`src/rtl/pht_pkg.sv`:
```
// ----------------------------------------------------------------------------
// pht_pkg: shared types and default widths for the PHT write scheduler.
// Rev 1.0
// ----------------------------------------------------------------------------
`default_nettype none

package pht_pkg;

  localparam int unsigned PHT_INDEX_WIDTH   = 8;
  localparam int unsigned PHT_COUNTER_WIDTH = 2;
  localparam int unsigned PHT_QUEUE_DEPTH   = 4;

  typedef enum logic [1:0] {
    ST_INIT  = 2'd0,
    ST_RUN   = 2'd1,
    ST_FLUSH = 2'd2
  } pht_state_e;

  // Commit-queue entry layout at the default widths.
  typedef struct packed {
    logic                         valid;
    logic [PHT_INDEX_WIDTH-1:0]   index;
    logic [PHT_COUNTER_WIDTH-1:0] count;
  } pht_entry_t;

endpackage

`default_nettype wire

```
`src/rtl/pht_commit_queue.sv`:
```
// ----------------------------------------------------------------------------
// pht_commit_queue: circular commit-update FIFO with invalidate-by-index and
// youngest-match read bypass. Rev 1.0
// ----------------------------------------------------------------------------
`default_nettype none

module pht_commit_queue
  import pht_pkg::*;
#(
  parameter int unsigned INDEX_WIDTH   = PHT_INDEX_WIDTH,
  parameter int unsigned COUNTER_WIDTH = PHT_COUNTER_WIDTH,
  parameter int unsigned QUEUE_DEPTH   = PHT_QUEUE_DEPTH
) (
  input  logic                     clk,
  input  logic                     rst_n,
  input  logic                     clear_i,
  input  logic                     push_i,
  input  logic [INDEX_WIDTH-1:0]   push_index_i,
  input  logic [COUNTER_WIDTH-1:0] push_count_i,
  input  logic                     pop_i,
  input  logic                     inv_i,
  input  logic [INDEX_WIDTH-1:0]   inv_index_i,
  input  logic [INDEX_WIDTH-1:0]   rd_index_i,
  output logic                     full_o,
  output logic                     empty_o,
  output logic                     head_valid_o,
  output logic [INDEX_WIDTH-1:0]   head_index_o,
  output logic [COUNTER_WIDTH-1:0] head_count_o,
  output logic                     hit_o,
  output logic [COUNTER_WIDTH-1:0] hit_count_o
);

  localparam int unsigned PTR_W = $clog2(QUEUE_DEPTH);
  localparam int unsigned OCC_W = PTR_W + 1;

  typedef struct packed {
    logic                     valid;
    logic [INDEX_WIDTH-1:0]   index;
    logic [COUNTER_WIDTH-1:0] count;
  } entry_t;

  entry_t           ent_q [QUEUE_DEPTH];
  logic [PTR_W-1:0] wr_ptr_q;
  logic [PTR_W-1:0] rd_ptr_q;
  logic [OCC_W-1:0] occ_q;
  logic [PTR_W-1:0] slot;

  always_ff @(posedge clk) begin
    if (!rst_n || clear_i) begin
      for (int i = 0; i < QUEUE_DEPTH; i++) begin
        ent_q[i] <= '0;
      end
      wr_ptr_q <= '0;
      rd_ptr_q <= '0;
      occ_q    <= '0;
    end else begin
      for (int i = 0; i < QUEUE_DEPTH; i++) begin
        if (inv_i && ent_q[i].valid && (ent_q[i].index == inv_index_i)) begin
          ent_q[i].valid <= 1'b0;
        end
      end
      // Popped slots drop their valid bit so the bypass never sees them again.
      if (pop_i) begin
        ent_q[rd_ptr_q].valid <= 1'b0;
        rd_ptr_q              <= rd_ptr_q + PTR_W'(1);
      end
      if (push_i) begin
        ent_q[wr_ptr_q] <= '{valid: 1'b1, index: push_index_i, count: push_count_i};
        wr_ptr_q        <= wr_ptr_q + PTR_W'(1);
      end
      occ_q <= occ_q + OCC_W'(push_i) - OCC_W'(pop_i);
    end
  end

  // Scan oldest to youngest so the last match seen is the youngest.
  always_comb begin
    hit_o       = 1'b0;
    hit_count_o = '0;
    slot        = rd_ptr_q;
    for (int k = 0; k < QUEUE_DEPTH; k++) begin
      slot = rd_ptr_q + PTR_W'(k);
      if (ent_q[slot].valid && (ent_q[slot].index == rd_index_i)) begin
        hit_o       = 1'b1;
        hit_count_o = ent_q[slot].count;
      end
    end
  end

  assign full_o       = (occ_q == OCC_W'(QUEUE_DEPTH));
  assign empty_o      = (occ_q == '0);
  assign head_valid_o = ent_q[rd_ptr_q].valid;
  assign head_index_o = ent_q[rd_ptr_q].index;
  assign head_count_o = ent_q[rd_ptr_q].count;

endmodule

`default_nettype wire

```
`src/rtl/pht_write_scheduler.sv`:
```
// ----------------------------------------------------------------------------
// pht_write_scheduler: owns the PHT write port; arbitrates init sweep,
// rollback restores and queued commit updates. Rev 1.0
// ----------------------------------------------------------------------------
`default_nettype none

module pht_write_scheduler
  import pht_pkg::*;
#(
  parameter int unsigned              INDEX_WIDTH   = PHT_INDEX_WIDTH,
  parameter int unsigned              COUNTER_WIDTH = PHT_COUNTER_WIDTH,
  parameter int unsigned              QUEUE_DEPTH   = PHT_QUEUE_DEPTH,
  parameter logic [COUNTER_WIDTH-1:0] INIT_COUNT    = '0
) (
  input  logic                     clk,
  input  logic                     rst_n,
  input  logic                     flush_req,
  output logic                     busy,
  input  logic                     rb_valid,
  input  logic [INDEX_WIDTH-1:0]   rb_index,
  input  logic [COUNTER_WIDTH-1:0] rb_count,
  input  logic                     cm_valid,
  output logic                     cm_ready,
  input  logic [INDEX_WIDTH-1:0]   cm_index,
  input  logic [COUNTER_WIDTH-1:0] cm_count,
  output logic                     wr_en,
  output logic [INDEX_WIDTH-1:0]   wr_index,
  output logic [COUNTER_WIDTH-1:0] wr_count,
  input  logic [INDEX_WIDTH-1:0]   rd_index,
  output logic                     rd_hit,
  output logic [COUNTER_WIDTH-1:0] rd_count
);

  pht_state_e               state_q;
  logic [INDEX_WIDTH-1:0]   idx_q;
  logic                     run;
  logic                     q_full;
  logic                     q_empty;
  logic                     q_head_valid;
  logic [INDEX_WIDTH-1:0]   q_head_index;
  logic [COUNTER_WIDTH-1:0] q_head_count;
  logic                     q_hit;
  logic [COUNTER_WIDTH-1:0] q_hit_count;
  logic                     q_pop;
  logic                     q_push;
  logic                     q_clear;
  logic                     q_inv;

  assign run = (state_q == ST_RUN);

  always_ff @(posedge clk) begin
    if (!rst_n) begin
      state_q <= ST_INIT;
      idx_q   <= '0;
    end else begin
      case (state_q)
        ST_INIT, ST_FLUSH: begin
          if (flush_req) begin
            state_q <= ST_FLUSH;
            idx_q   <= '0;
          end else if (idx_q == {INDEX_WIDTH{1'b1}}) begin
            state_q <= ST_RUN;
            idx_q   <= '0;
          end else begin
            idx_q <= idx_q + INDEX_WIDTH'(1);
          end
        end
        ST_RUN: begin
          if (flush_req) begin
            state_q <= ST_FLUSH;
            idx_q   <= '0;
          end
        end
        default: begin
          state_q <= ST_INIT;
          idx_q   <= '0;
        end
      endcase
    end
  end

  // Write-port priority: sweep, then rollback, then queue head. A flush cycle
  // leaves the queue untouched since its contents are about to be discarded.
  always_comb begin
    wr_en    = 1'b0;
    wr_index = '0;
    wr_count = '0;
    q_pop    = 1'b0;
    if (rst_n) begin
      if (!run) begin
        wr_en    = 1'b1;
        wr_index = idx_q;
        wr_count = INIT_COUNT;
      end else if (rb_valid) begin
        wr_en    = 1'b1;
        wr_index = rb_index;
        wr_count = rb_count;
      end else if (!q_empty && !flush_req) begin
        q_pop = 1'b1;
        wr_en = q_head_valid;
        if (q_head_valid) begin
          wr_index = q_head_index;
          wr_count = q_head_count;
        end
      end
    end
  end

  assign busy     = !rst_n || !run;
  assign cm_ready = rst_n && run && !q_full;
  assign q_push   = cm_valid && cm_ready;
  assign q_clear  = run && flush_req;
  assign q_inv    = rst_n && run && rb_valid;
  assign rd_hit   = rst_n && q_hit;
  assign rd_count = rd_hit ? q_hit_count : '0;

  pht_commit_queue #(
    .INDEX_WIDTH   (INDEX_WIDTH),
    .COUNTER_WIDTH (COUNTER_WIDTH),
    .QUEUE_DEPTH   (QUEUE_DEPTH)
  ) u_queue (
    .clk          (clk),
    .rst_n        (rst_n),
    .clear_i      (q_clear),
    .push_i       (q_push),
    .push_index_i (cm_index),
    .push_count_i (cm_count),
    .pop_i        (q_pop),
    .inv_i        (q_inv),
    .inv_index_i  (rb_index),
    .rd_index_i   (rd_index),
    .full_o       (q_full),
    .empty_o      (q_empty),
    .head_valid_o (q_head_valid),
    .head_index_o (q_head_index),
    .head_count_o (q_head_count),
    .hit_o        (q_hit),
    .hit_count_o  (q_hit_count)
  );

endmodule

`default_nettype wire

```
`config.mk`:
```
export PLATFORM = sky130hd
export DESIGN_NAME = pht_write_scheduler
export DESIGN_NICKNAME = d
export VERILOG_FILES = /design/src/rtl/pht_pkg.sv /design/src/rtl/pht_commit_queue.sv /design/src/rtl/pht_write_scheduler.sv
export SDC_FILE = /design/constraint.sdc
export NUM_CORES = 1
export LEC_CHECK = 0
export CORE_MARGIN = 4
export CORE_UTILIZATION = 55
export CTS_BUF_LIST = sky130_fd_sc_hd__clkbuf_4 sky130_fd_sc_hd__clkbuf_8 sky130_fd_sc_hd__clkbuf_16
export DETAILED_ROUTE_END_ITERATION = 12
export GPL_TIMING_DRIVEN = 1
export PLACE_DENSITY = 0.79
export RECOVER_POWER = 25
export REMOVE_ABC_BUFFERS = 1
export SLEW_MARGIN = 10
export SYNTH_ARGS = -nofsm -noshare
export SYNTH_HDL_FRONTEND = slang
export SYNTH_HIERARCHICAL = 1
export SYNTH_SLANG_ARGS = --single-unit
```
`constraint.sdc`:
```
create_clock -name clk -period 10.15 [get_ports clk]
set_clock_uncertainty 0.1 [all_clocks]
set_input_delay 3.045 -clock clk [delete_from_list [all_inputs] [get_ports clk]]
set_output_delay 3.045 -clock clk [all_outputs]
set_load 0.05 [all_outputs]
```
### After elaboration in Yosys (flattened, before gate mapping)

Memories as Yosys holds them, arrays and structs flattened. A register that Yosys moved wholly into a read port is not among the register bits.
Index checks and enable logic that the tools add are counted.

* RAM bits: 44
* word-level logic and storage cells: 126
* register bits: 17
* output and inout port bits: 16
* memories kept: 1
* bits of input ports: 33

Memory list
* u_queue.ent_q: depth 4, bits a word 11, read ports 8, clocked after Yosys merged registers in 1, wr ports 5, line pht_commit_queue.sv:42 `entry_t ent_q [QUEUE_DEPTH];`

* add/sub/neg operators: 7
* eq/ne operators: 14
* reduce and logical (&&, ||, !) cells: 31
* muxes and demuxes: 64
* bitwise gates (word level): 4

Operators with widths (number)
* $eq A8 B8 Y1: 8
* $mux W8: 8
* $mux W1: 36
* $mux W2: 17
* $logic_and A1 B1 Y1: 19
* $pmux W8 S2: 1
* $mux W11: 1
* $reduce_or A11 Y1: 1
* $add A8 B1 Y8 const B: 1
* $eq A8 B8 Y1 const B: 1
* $logic_not A1 Y1: 5
* $add A2 B1 Y2 const B: 2
* $add A2 B2 Y2 const B: 2
* $or A1 B1 Y1: 4
* $pmux W2 S2: 1
* $add A3 B1 Y3: 1
* $eq A3 B3 Y1 const B: 1
* $logic_not A3 Y1: 1
* $ne A3 B3 Y1 const B: 1
* $sub A3 B1 Y3: 1
* $eq A2 B1 Y1 const B: 1
* $eq A2 B2 Y1 const B: 1
* $logic_not A2 Y1: 1
* $logic_or A1 B1 Y1: 2
* other kinds (3): 3

### Logic depth before layout (Yosys ltp)

* word-level depth: 12
* depth in mapped cells: 15

### Hierarchy

The synthesis kept the hierarchy.

By module, submodules not included
* pht_commit_queue: area an instance 4170.2 µm², sequential area each 1461.4 µm², cells an instance 328, times used 1
* pht_write_scheduler: area an instance 818.3 µm², sequential area each 200.2 µm², cells an instance 111, times used 1

### Worst setup path before layout

Ideal clock, no wire load.

* path kind: input -> output
* start: input port rd_index[1]
* end: output port rd_count[0]
* slack: 1.999 ns
* data required time: 7.005 ns
* arrival: 5.006 ns
* stages on the path: 8
* path through: clkbuf_1 > o22ai_1 > or3_1 > a2111oi_4 > nand4_1 > a21oi_1 > a2bb2oi_1 > and3_1

* elaborated cells on any way between the ends: 18
* classes of those cells: eq/ne (4); mux (9); reduce/logical (5)

RTL lines
* start, declared: line pht_write_scheduler.sv:29 `input logic [INDEX_WIDTH-1:0] rd_index,`
* $eq A8 B8 Y1: line pht_commit_queue.sv:82 `if (ent_q[slot].valid && (ent_q[slot].index == rd_index_i)) begin`
* $logic_and A1 B1 Y1: line pht_commit_queue.sv:82
* $mux W2 (3 in a row): line pht_commit_queue.sv:82
* $mux W2 *: line pht_commit_queue.sv:82
* via q_hit_count[0]: line pht_write_scheduler.sv:43 `logic [COUNTER_WIDTH-1:0] q_hit_count;`
* $mux W2 *: line pht_write_scheduler.sv:115 `assign rd_count = rd_hit ? q_hit_count : '0;`
* end, declared: line pht_write_scheduler.sv:31 `output logic [COUNTER_WIDTH-1:0] rd_count`

The timed path passes the listed nets; every way through them passes the cells marked *.

### Worst setup path after layout

Same ends and word-level chain as after synthesis.

==> flow_metrics.py <==
metrics = {
    "sta": {
        "fmax_mhz": 108,
        "slew_viol_final": 0,
        "tightest_slew_ps": 1090,
        "layout_setup_ws_ps": 889,
        "period_share_pct": 91.2,
        "fin_crit_ps": 9260,
        "hold_violations": 0,
        "slew_headroom_pct": 26.9,
        "setup_viol": 0,
        "tns_ps": 0,
        "rsz0062_at_grt": "no",
    },
    "min_path": {
        "hold_class": "reg2reg",
        "whs_path_depth": 2,
        "hold_path_end": "idx_q[5]",
        "hp-start": "idx_q[5]",
    },
    "route": {
        "drc": 0,
        "vias": 3747,
        "drt_iter0_drc": 397,
        "drtAntennaViolNets": 0,
        "wirelength_um": 12500,
        "vias_per_cell": 6.38,
        "post_drt_wl_per_cell_um": 21.3,
        "firstDrtPassIters": 5,
    },
    "finish": {
        "design_area_um2": 5670,
        "n_antenna_cell": 0,
        "drive_gt1_share_pct": 13.6,
        "num-fill-cells": 663,
        "fin_nets": 519,
        "syn_to_final_growth_pct": 13.7,
    },
    "logic_synthesis": {
        "netlist.area_leader.share_pct": 24.1,
        "synth-seq-cells": 63,
        "async_flop_share_pct": 0,
        "synth_commonest_cells": "46 x xor2_1, 43 x and2_1, 40 x edfxtp_1, 33 x mux4_2, 24 x xnor2_1",
        "ys_warn_count": 6,
        "syn-cell-area_um2": 4990,
        "synth_top_area_cell": "edfxtp_1",
        "synth.most_common_cell": "xor2_1",
        "synthCells": 439,
        "synthTopCellsByArea": "edfxtp_1 24%, mux4_2 15%, dfxtp_1 9.2%",
        "synth_flop_cell": "edfxtp_1",
        "seq_area_frac_synth_pct": 33.3,
        "synth_edf_count": 40,
        "avgSynthCellArea_um2": 11.4,
        "yosys.cell_types.count": 50,
    },
    "floorplanning": {
        "initial_core_util_pct": 56.9,
        "fp.dieW_um": 103,
        "core_area_um2": 8760,
        "num_rows": 34,
        "die_h_um": 103,
        "io_pins": 49,
        "dieArea_um2": 10700,
    },
    "clocking": {
        "clockBufferDepth": 2,
        "post-cts-setup-buffers": 0,
        "insertion_delay_ps": 340,
        "cts_tree": "done",
        "cts.clk_slew.worst_paths_ps": 70,
        "clock_sinks": 63,
        "cts_resized": 0,
        "clockRootBuffer": "clkbuf_8",
        "cts.hold.buffers_added": 0,
        "cts_buffers": 9,
        "h-tree-depth": 3,
    },
    "setup_path": {
        "end_kind": "output pin",
        "worstPathArrival_ps": 6120,
        "crit_path_start_kind": "input pin",
        "crit_fanout": 6,
        "worstReg2RegEnd": "u_queue/ent_q[2][7]",
        "r2r-start": "state_q[0]",
        "cp_data_required_time_ps": 7010,
        "worst_r2r_path_depth": 6,
        "crit_type": "in2out",
        "r2r_slack_ps": 6670,
    },
    "grt": {
        "grt_usage_pct": 24.6,
        "grt_pass1_vias": 3720,
        "grt-ovfl-total": 0,
        "antenna_found_initial": 0,
        "grt_pass1_wl_um": 19700,
        "grt_max_degree": 38,
    },
    "outcome": {
        "status": "complete, no violations",
    },
    "place": {
        "post-place-ws_ps": 925,
        "dpl_cell_area_um2": 5450,
        "hpwl_um": 9460,
        "gp_congestion": 1.04,
        "portBuffers": 48,
    },
    "pwr": {
        "leakage_nw": 1.91,
        "power_density_nw_per_um2": 109,
        "vdd_drop_max_mv": 0.0582,
    },
    "run": {
        "cap_violations": 0,
    },
}
where the power goes:
part           internal (W)  switching [W]
Clock              0.000153      0.0000925
Sequential         0.000281      0.0000124
Combinational     0.0000385      0.0000402
Total              0.000473       0.000145
worst max-delay path by stage:
stage	from	cells after the start	slack [ps]	endpoint
2_1_floorplan	rd_index[1]	7	2300	rd_count[0]
3_3_place_gp	rd_index[1]	9	1050	rd_count[1]
3_5_place_dp	rd_index[1]	9	920	rd_count[0]
4_1_cts	rd_index[1]	9	920	rd_count[0]
5_1_grt	rd_index[1]	9	750	rd_count[0]
6_report	rd_index[1]	9	890	rd_count[0]
sequential cells by signal, indices dropped and copies added (netlist names), named ones only:
register / flops
u_queue/wr_ptr_q: 2
idx_q: 8
u_queue/occ_q: 3
u_queue/ent_q: 44
state_q: 2
u_queue/rd_ptr_q: 2
through the flow:
stage | util [%] | cells | power, W | hold WS (ps)
6_report | 64.7 | 587 | 0.000618 | 426
5_1_grt | 64.7 | 587 | 0.000641 | 470
4_1_cts | 64.7 | 587 | 0.000623 | 432
3_5_place_dp | 62.2 | 571 | 0.000376 | 423
3_3_place_gp | 62.2 | 571 | 0.000373 | 403
2_1_floorplan | - | 411 | 0.000339 | 374
layout by cell type (no fill, tap or decap), types with 3 or more instances in the layout:
cell / n
nor2b_1: 5
or3_1: 5
ha_1: 11
dfxtp_1: 22
nand2_1: 20
mux2i_1: 9
a21oi_1: 11
and3_1: 8
mux4_1: 8
a31oi_1: 9
nand4_1: 9
and2_1: 43
nand3_1: 20
a211oi_1: 4
mux4_2: 33
xor2_1: 46
edfxtp_1: 40
xnor2_1: 24
nand2b_1: 7
a31o_2: 4
clkbuf_8: 11
nor3b_1: 3
nor3_1: 7
nor2_1: 10
o21ai_0: 4
buf_4: 3
inv_1: 13
nor4_1: 7
clkdlybuf4s50_1: 46
final cells by class:
| cell class | count | area, um2 | share of cell area, % |
|---|---|---|---|
| Sequential cell | 63 | 1660 | 29.3 |
| Timing Repair Buffer | 52 | 507 | 8.94 |
| Clock buffer | 12 | 159 | 2.80 |
| Clock inverter | 4 | 68.8 | 1.21 |
| Inverter | 13 | 48.8 | 0.861 |
| Multi-Input combinational cell | 335 | 3090 | 54.5 |
| Tap cell | 108 | 135 | 2.38 |
per-layer routing:
| layer | global-route usage [%] | wire length (um) | vias up |
|---|---|---|---|
| met4 | 7.67 | 193 | 0 |
| met5 | 0 | 0 | - |
| li1 | - | - | 1717 |
| met3 | 6.24 | 987 | 20 |
| met1 | 32.5 | 5270 | 1837 |
| met2 | 40.2 | 6070 | 173 |
worst max-delay path, stage by stage:
cell and delay (ps):
clkdlybuf4s50_1 640, o22ai_1 160, or3_1 410, a2111oi_4 380, nand4_1 130, a21oi_1 170, a2bb2oi_1 200, and3_1 180
clkdlybuf4s50_1 800
logic make-up after synthesis:
| family | count (synthesis) | share of synthesized area, % |
|---|---|---|
| DFF | 63 | 33.3 |
| muxes | 52 | 21.5 |
| adders and majority gates | 12 | 3.16 |
| xor gates and xnor gates | 70 | 12.3 |
| AOI/OAI and AO/OA | 49 | 7.35 |
| buffers and inverters | 41 | 4.77 |
| and+or+nand+nor | 152 | 17.7 |
Power figures use the tool's default switching activity.
